==> src/rtl/nanorv32_icode_ahb_slave_pkg.sv <==
// Shared constants, FSM encoding and the code-region range check for the instruction-side AHB slave.
// Pure declarations; no logic or latency of its own.
// No flow control lives here; it is imported by nanorv32_icode_ahb_slave.
package nanorv32_icode_ahb_slave_pkg;

    localparam logic       NANORV32_HRESP_OKAY  = 1'b0;
    localparam logic       NANORV32_HRESP_ERROR = 1'b1;
    localparam logic [2:0] NANORV32_HSIZE_WORD  = 3'b010;

    typedef enum logic [2:0] {
        NANORV32_ST_IDLE = 3'd0,
        NANORV32_ST_WAIT = 3'd1,
        NANORV32_ST_DATA = 3'd2,
        NANORV32_ST_ERR1 = 3'd3,
        NANORV32_ST_ERR2 = 3'd4
    } icode_state_e;

    // 33-bit offset so an address below the base wraps to a huge value and an
    // address near 32'hFFFF_FFFC cannot wrap back into the region.
    function automatic logic in_code_region(input logic [31:0] addr,
                                            input logic [31:0] base,
                                            input int unsigned aw);
        logic [32:0] offset;
        offset = {1'b0, addr} - {1'b0, base};
        return offset < (33'd1 << (aw + 2));
    endfunction

endpackage

==> src/rtl/nanorv32_icode_ahb_slave.sv <==
// Read-only AHB-lite slave feeding the instruction prefetch master from a synchronous code memory.
// Latency: WAIT_STATES+1 cycles accept-to-data; zero-wait back-to-back reads give one word per cycle.
// Backpressure: hreadyi=0 during wait cycles and ERR1; address phases presented while stalled are ignored.
// Ports: clk/rst_n; AHB address phase haddri/htransi/hsizei/hwritei; data phase hrdatai/hreadyi/hrespi;
//        code memory mem_cs/mem_addr out, mem_rdata in (valid the cycle after mem_cs).
module nanorv32_icode_ahb_slave
    import nanorv32_icode_ahb_slave_pkg::*;
#(
    parameter int unsigned WAIT_STATES = 0,
    parameter int unsigned MEM_AW      = 14,
    parameter logic [31:0] MEM_BASE    = 32'h0000_0000
) (
    input  logic              clk,
    input  logic              rst_n,
    input  logic [31:0]       haddri,
    input  logic              htransi,
    input  logic [2:0]        hsizei,
    input  logic              hwritei,
    output logic [31:0]       hrdatai,
    output logic              hreadyi,
    output logic              hrespi,
    output logic              mem_cs,
    output logic [MEM_AW-1:0] mem_addr,
    input  logic [31:0]       mem_rdata
);

    localparam logic [2:0] WS = 3'(WAIT_STATES);

    icode_state_e      state_q, state_d;
    logic [2:0]        cnt_q, cnt_d;
    logic [31:0]       rdata_q, rdata_d;
    logic [31:0]       hold_q, hold_d;       // last value driven on hrdatai
    logic [MEM_AW-1:0] mem_addr_q, mem_addr_d;

    logic legal;
    logic ready_c;

    assign legal = !hwritei
                && (hsizei == NANORV32_HSIZE_WORD)
                && (haddri[1:0] == 2'b00)
                && in_code_region(haddri, MEM_BASE, MEM_AW);

    always_comb begin
        state_d    = state_q;
        cnt_d      = cnt_q;
        rdata_d    = rdata_q;
        mem_addr_d = mem_addr_q;
        ready_c    = 1'b1;
        hrespi     = NANORV32_HRESP_OKAY;
        hrdatai    = hold_q;
        mem_cs     = 1'b0;
        mem_addr   = mem_addr_q;

        unique case (state_q)
            NANORV32_ST_IDLE: begin
            end
            NANORV32_ST_WAIT: begin
                ready_c = 1'b0;
                // Memory data is only guaranteed in the first wait cycle.
                if (cnt_q == WS) begin
                    rdata_d = mem_rdata;
                end
                cnt_d = cnt_q - 3'd1;
                if (cnt_q == 3'd1) begin
                    state_d = NANORV32_ST_DATA;
                end
            end
            NANORV32_ST_DATA: begin
                hrdatai = (WAIT_STATES == 0) ? mem_rdata : rdata_q;
                state_d = NANORV32_ST_IDLE;
            end
            NANORV32_ST_ERR1: begin
                ready_c = 1'b0;
                hrespi  = NANORV32_HRESP_ERROR;
                state_d = NANORV32_ST_ERR2;
            end
            NANORV32_ST_ERR2: begin
                hrespi  = NANORV32_HRESP_ERROR;
                hrdatai = 32'h0;
                state_d = NANORV32_ST_IDLE;
            end
            default: begin
                state_d = NANORV32_ST_IDLE;
            end
        endcase

        // Address phase: overrides the return to IDLE from DATA/ERR2 so the
        // address and data phases overlap.
        if (ready_c && htransi) begin
            if (legal) begin
                mem_cs     = 1'b1;
                mem_addr   = haddri[MEM_AW+1:2];
                mem_addr_d = haddri[MEM_AW+1:2];
                if (WAIT_STATES == 0) begin
                    state_d = NANORV32_ST_DATA;
                end else begin
                    state_d = NANORV32_ST_WAIT;
                    cnt_d   = WS;
                end
            end else begin
                state_d = NANORV32_ST_ERR1;
            end
        end

        hreadyi = ready_c;
        hold_d  = hrdatai;
    end

    always_ff @(posedge clk or negedge rst_n) begin
        if (!rst_n) begin
            state_q    <= NANORV32_ST_IDLE;
            cnt_q      <= 3'd0;
            rdata_q    <= 32'h0;
            hold_q     <= 32'h0;
            mem_addr_q <= '0;
        end else begin
            state_q    <= state_d;
            cnt_q      <= cnt_d;
            rdata_q    <= rdata_d;
            hold_q     <= hold_d;
            mem_addr_q <= mem_addr_d;
        end
    end

endmodule
==> config.mk <==
export PLATFORM = sky130hd
export DESIGN_NAME = nanorv32_icode_ahb_slave
export DESIGN_NICKNAME = d
export VERILOG_FILES = /design/src/rtl/nanorv32_icode_ahb_slave_pkg.sv /design/src/rtl/nanorv32_icode_ahb_slave.sv
export SDC_FILE = /design/constraint.sdc
export NUM_CORES = 1
export LEC_CHECK = 0
export CORE_AREA = 8 8 83 85
export DETAILED_ROUTE_END_ITERATION = 8
export DIE_AREA = 0 0 91 93
export PLACE_DENSITY = 0.85
export SLEW_MARGIN = 15
export SYNTH_ARGS = -nofsm -noshare
export SYNTH_HDL_FRONTEND = slang
export SYNTH_SLANG_ARGS = --single-unit
==> constraint.sdc <==
create_clock -name clk -period 2.8 [get_ports clk]
set_input_delay 0.28 -clock clk [delete_from_list [all_inputs] [get_ports clk]]
set_output_delay 0.28 -clock clk [all_outputs]
set_load 0.01 [all_outputs]
==> results.md, run 1 <==
* First-pass GRT wire length at 9.96 mm
* Post-layout util at between 60% and 70%
* Crit path kind: in -> out
* Period utilization at 101%
* Via count at around 1,700
* Longest Clk Path Bufs at 2
* Worst endpoint required time at ~2.5 ns
* P_int at around 2200 uW
* Psw at about 1100 uW
* Part of the power in registers at between 30 and 40%
* Final hold slack at just under 0.09 ns
* Residual overflow from global routing at 0
* Worst Max-Slew Pin Slew at about 0.67 ns
* Dpl ws at -0.0755 ns
* Syn Nets at about 210
* Final instance area at about 3600 sq um
* Clk slew on worst S/H paths at roughly 0.090 ns
* Total of max-cap violations at 0
* CP Max Fanout at 4
* Reg-to-reg slack, setup at 0.90 ns
* Nets@finish at 350
* Global placer's final weighted congestion at slightly above 0.7
* Final Skew at between 0.006 and 0.007 ns
* Final TNS setup at -0.173 ns
* DP HPWL at approximately 4.5 mm
* Fillers at ~480
* Status: finished with violations
* Die Y at approximately 93 um
* Post-route ant nets at 0
* Cell Pwr Density at 899 nW/um^2
* Die Wd at about 91 um
* Starting DRC count in detailed routing at 58
* Biggest area consumer among synthesized cells: dfrtp_1
* Post-route setup slack at -0.0365 ns
* Area after DPL at approximately 3400 sq um
* Avg Inst Size Synth at 14.7 sq um
* I/O pin count at 120
* Post-Syn Area at about 2000 sq um
* CTS Buf Count at 5
* Hold buffers post-CTS at 0
* Full die area at 8460 sq um
* Clk pwr share at between 10 and 15%
* Root Buffer: clkbuf_8
* Synth area leaders: dfrtp_1, a22o_1, mux2_4
* Initial DRT Pass Iterations at 4
* Worst-Skew Late Latency at roughly 0.3 ns
* CTS Sinks at 52
* Synth top area share at between 60 and 70%
* Share of layout cells above drive strength 1 at between 10% and 20%
* Flop and latch count out of synthesis at 52
* Via density at ~4.8
* Setup crit end kind: output port
* Final hold violations at 0
* Largest net degree at the start of global routing at 53
* Failing checks: setup timing
* Sw frac at 33.0%
* Initial Util at 36.0%
* Mapped Cells at 139
* Initial antenna violation count at 0
* Hold Path Class: in -> async
* Fin crit period at 2.84 ns
* CTS HTree Levels at 2
* Post-synth cell types at 22
* Sequential fraction of the synthesis area at 63.7%
* CP arrival at about 2.6 ns
* Setup crit start kind: primary input
* Max_slew headroom at 55.6%
* Fmax at roughly 0.35 GHz
* Total routed wirelength at between 6 and 7 mm
* Row count at 28
* Slew Viols, Final at 0
* Comb pwr share at approximately 52%
* DRC viols at 0
* P&R area growth vs syn at 74.8%
* Core ar. at approximately 5700 sq um
* # diodes at 0
* CTS tree: built
* Vias in the first global route at between 1,500 and 2,000
* Global-route usage over all layers at between 10% and 20%
* IO Port Bufs at about 120
* LEAKAGE at ~0.0017 uW
* Synth warn at 0
* WL/cell at 17.9 um
* Maximum VDD drop at roughly 0.00068 V
* Final setup violation count at 7
[power by group through the flow]
stage          sequential, uW  combinational [uW]  clock [uW]
6_report                 1100                1680         436
5_1_grt                  1130                1830         488
4_1_cts                  1100                1710         461
3_5_place_dp             1120                1690           0
3_3_place_gp             1100                1670           0
2_1_floorplan            1090                 786           0
[cell families after synthesis]
group                    after synthesis  synth area share (%)
flip-flops                            52                  63.7
XOR/XNOR                               2                 0.857
multiplexers                          14                  9.55
buffers and inverters                  9                  2.20
AND/OR/NAND/NOR                       23                  7.16
AO/OA/AOI/OAI                         37                  15.3
adder cells (fa/ha/maj)                2                  1.22
[worst max-delay path, cell delays in order]
cell and delay [ns]:
clkdlybuf4s50_1 0.45, nor4_2 0.33, nand2_1 0.18, nor4_4 0.30
buf_6 0.17, buf_4 0.13, buf_4 0.10, mux2_2 0.33
dlygate4sd2_1 0.29
[area by class of cell]
type                    instances  area [sq um]  share of cell area, %
repair buffers                138          1360                   38.1
flip-flops and latches         52          1300                   36.4
multi-input cells              78           714                   20.0
well taps                      75          93.8                   2.63
clock buffers                   7          86.3                   2.42
clock inverters                 1          7.51                  0.210
inverters                       2          7.51                  0.210
[cells in the mapped netlist]
master / number
dfrtp_1: 52
a22o_1: 32
mux2_4: 10
clkbuf_1: 6
nand2_1: 6
nor4_1: 5
mux2_2: 4
nand2b_1: 4
nor2_1: 3
ha_1: 2
inv_1: 2
o21ai_0: 2
xnor2_1: 2
a21o_1: 1
buf_8: 1
nand3b_2: 1
nor3_1: 1
nor4_2: 1
nor4_4: 1
o22ai_1: 1
o2bb2ai_1: 1
or2_2: 1
[metal layers]
metal / wire length, um / vias up / GRT usage, %
li1: - / 792 / -
met1: 2580 / 838 / 17.9
met2: 3230 / 59 / 24.2
met3: 376 / 11 / 4.89
met4: 123 / 0 / 3.27
met5: 0 / - / 0
[registers in the layout, summed over array words and instances (netlist names)]
| signal | cells |
|---|---|
| state_q | 3 |
| hold_q | 32 |
| mem_addr_q | 14 |
| cnt_q | 3 |
[through the flow]
step / instances / power (uW)
2_1_floorplan: 139 / 1880
3_3_place_gp: 334 / 2770
3_5_place_dp: 334 / 2810
4_1_cts: 346 / 3270
5_1_grt: 353 / 3440
6_report: 353 / 3210
[final timing paths]
path	from	end	cells past startpoint
setup / recovery	haddri[20]	mem_addr[0]	9
max in group asynchronous	rst_n	hold_q[27]	2
hold / removal	rst_n	mem_addr_q[9]	2
min in group clk	cnt_q[2]	cnt_q[2]	1
setup reg to reg	state_q[0]	mem_addr_q[0]	7
hold reg to reg	cnt_q[2]	cnt_q[2]	1
[timing repair]
item / CTS / global route
buffers inserted: 4 / 6
setup endpoints to repair: 13 / 6
cloned: 0 / 1
pin swaps: 2 / 2
gates resized for setup: 10 / 8
[cell usage in the layout (no fill, tap or decap), types with 4 or more instances in the layout]
cell type / count
clkbuf_8: 6
buf_4: 16
dlygate4sd2_1: 10
mux2_2: 4
nand2b_1: 4
nand2_1: 5
dfrtp_1: 52
a22o_1: 32
mux2_4: 10
clkdlybuf4s50_1: 104
dlymetal6s2s_1: 4
Note: power is estimated with default switching activity, not from simulation.
==> run 2, diff against run 1 <==
--- a/config.mk
+++ b/config.mk
@@ -5,10 +5,10 @@
 export SDC_FILE = /design/constraint.sdc
 export NUM_CORES = 1
 export LEC_CHECK = 0
-export CORE_AREA = 8 8 83 85
+export CORE_AREA = 8 8 84 86
 export DETAILED_ROUTE_END_ITERATION = 8
-export DIE_AREA = 0 0 91 93
-export PLACE_DENSITY = 0.85
+export DIE_AREA = 0 0 92 94
+export PLACE_DENSITY = 0.83
 export SLEW_MARGIN = 15
 export SYNTH_ARGS = -nofsm -noshare
 export SYNTH_HDL_FRONTEND = slang
==> constraint.sdc (replaced) <==
create_clock -name clk -period 3.1 [get_ports clk]
set_input_delay 0.31 -clock clk [delete_from_list [all_inputs] [get_ports clk]]
set_output_delay 0.31 -clock clk [all_outputs]
set_load 0.01 [all_outputs]
==> run 2 against run 1 <==
Against the previous run: the flow now finishes without violations; utilization shrank 3.2 points; clock skew is essentially flat; combinational power shrank 9%; flip-flop and latch count is the same; non-clock buffer count shrank 14; register-to-register slack gained 0.38 ns; count of clock-buffer cells in the layout grew 1; power shrank 9.2%; wire length shrank 5.5%; sequential share of layout area grew 1.5 points; die area grew 2.2%; critical path type unchanged; critical endpoint is now mem_addr[2]; largest cell class is now registers.
==> results.md, run 2 (synthesis gave the netlist of run 1 again) <==
* CP arrival at 2.62 ns (+0.06 ns)
* Final hold violations at 0 (unchanged)
* P&R area growth vs syn at 67.9%
* Setup bufs post-CTS at 0 (-4)
* Most used cell, CP: clkdlybuf4s50_1
* Via density at 4.70 (-2.4%)
* Post-route ant nets at 0 (unchanged)
* Post-route setup slack at 0.165 ns (+0.202 ns)
* Global placer's final weighted congestion at 0.733 (+1.2%)
* Root Buffer: clkbuf_8
* Flip-flop count of the largest register after layout at 32 (unchanged)
* IO Port Bufs at 119 (unchanged)
* Cell Pwr Density at 850 nW/um^2 (-5.5%)
* Reg2reg start: state_q[0]
* Maximum VDD drop at 0.000548 V (-20%)
* Worst Path Buf+Inv at 3 (-2)
* Vias in the first global route at 1,814 (-2.8%)
* DRC viols at 0 (unchanged)
* I/O pin count at 120 (unchanged)
* Core ar. at 5750 sq um (+1.2%)
* Via count at 1,594 (-6.2%)
* Slew Viols, Final at 0 (unchanged)
* Global-route usage over all layers at 13.9% (-0.64 points)
* CP startpoint: hsizei[2]
* Top Registers: hold_q x32, mem_addr_q x14
* CTS Sinks at 52 (unchanged)
* Largest net degree at the start of global routing at 53 (unchanged)
* Residual overflow from global routing at 0 (unchanged)
* WL/cell at 17.6 um (-1.6%)
* LEAKAGE at 0.00151 uW (-12%)
* Commonest non-fill, non-tap cells in the layout: clkdlybuf4s50_1, dfrtp_1, a22o_1, mux2_4
* Period utilization at a little over nine tenths
* CTS Buf Count at 5 (unchanged)
* Slowest stage cell, crit path: clkdlybuf4s50_1
* CTS HTree Levels at 2 (unchanged)
* Worst Max-Slew Pin Slew at 0.650 ns (-0.0167 ns)
* Fmax at 0.341 GHz
* Row count at 28 (unchanged)
* Initial Util at 35.6% (-0.44 points)
* Final TNS setup at 0 ns (+0.173 ns)
* Hold Path Class: in -> async
* Max_slew headroom at 56.7% (+1.1 points)
* Longest Clk Path Bufs at 2 (unchanged)
* Full die area at 8650 sq um (+2.2%)
* Status: completed
* Hold buffers post-CTS at 0 (unchanged)
* Initial antenna violation count at 0 (unchanged)
* Fillers at 478 (+0.42%)
* Leading cell type in the layout, fill and taps excluded: clkdlybuf4s50_1
* Clk slew on worst S/H paths at 0.09 ns (about the same)
* R2R cell count at 5 (-2)
* Initial DRT Pass Iterations at 3 (-1)
* Final setup violation count at 0 (-7)
* Setup crit start kind: primary input
* Total of max-cap violations at 0 (unchanged)
* Worst endpoint required time at 2.79 ns (+0.27 ns)
* Starting DRC count in detailed routing at 41 (-29%)
* First-pass GRT wire length at 9.65 mm (-3.2%)
* RSZ-0062 raised after global routing: false
* # diodes at 0 (unchanged)
* Largest reg by FF count: hold_q
* Die Y at 94 um (+1.1%)
* CP delay by family, top: buffers and inverters
* Final Skew at 0.00671 ns (-0.0000720 ns)
* Fin crit period at around 3 ns
* Sequential Area at 1300 sq um (unchanged)
* Slowest Stage Delay on Critical Path at 0.48 ns (+0.03 ns)
* Area of the multi-input gates at 699 sq um (-2.1%)
* Share of layout cells above drive strength 1 at 11.7% (-5.9 points)
* Worst-Skew Late Latency at 0.29 ns (about the same)
* Dpl ws at 0.104 ns (+0.179 ns)
* DP HPWL at 4.75 mm (+5.6%)
* Total power at 2920 uW (-9.2%)
* Setup crit end kind: output port
* CP Max Fanout at 13 (+9)
* CP Depth at 7 (-2)
* CP cell instances: clkdlybuf4s50_1 > nor4_2 > nand3b_2 > nor4_4 > buf_12 > mux2_2 > clkdlybuf4s50_1
* Nets@finish at 336 (-4.0%)
* CTS resizes at 0 (-10)
* Crit path kind: in -> out
* Die Wd at 92 um (+1.1%)
* CTS tree: built
* Total routed wirelength at 5.96 mm (-5.5%)
-- run 2: changes by cell type in the layout (fill, tap and decap cells not counted), sizes merged --
cell           before  now
clkinvlp            1    0
buf                19    6
dlymetal6s2s        4    0
dlygate4sd2        10    0
clkdlybuf4s50     104  118
-- run 2: path summary, 6_finish.rpt --
check	endpoint	slack, ns
min	mem_addr_q[9]	0.03
min reg2reg	cnt_q[2]	0.48
max	mem_addr[2]	0.17
min in group clk	cnt_q[2]	0.48
max reg2reg	mem_addr_q[2]	1.28
max in group asynchronous	hold_q[20]	2.62
-- run 2: layout make-up --
class,count,share of cell area (%)
clock buffers,8,2.63
inverters,2,0.219
multi-input cells,78,20.4
flip-flops and latches,52,37.9
well taps,75,2.74
repair buffers,124,36.1
-- run 2: report_power, final --
| group | total, uW | internal [uW] | switching (uW) |
|---|---|---|---|
| sequential | 997 | 910 | 87.1 |
| combinational | 1530 | 869 | 665 |
| clock | 385 | 182 | 202 |
-- run 2: stage by stage --
stage | cells | hold WS (ns) | util [%] | instance area [sq um]
final | 339 | 0.0328 | 59.7 | 3430
after global routing | 339 | 0.0855 | 59.7 | 3430
after CTS | 339 | 0.282 | 59.7 | 3430
after detailed placement | 331 | 0.460 | 58.1 | 3340
after global placement | 331 | 0.451 | 58.1 | 3340
after floorplan | 139 | 0.0144 | - | 2040
-- run 2: routing by layer --
layer / global-route usage (%) / share of wire (%) / vias to the layer above
li1: - / - / 760
met1: 16.1 / 41 / 769
met2: 23.5 / 51 / 59
met3: 5.04 / 6.9 / 6
met4: 4.03 / 1.3 / 0
met5: 0 / 0 / -
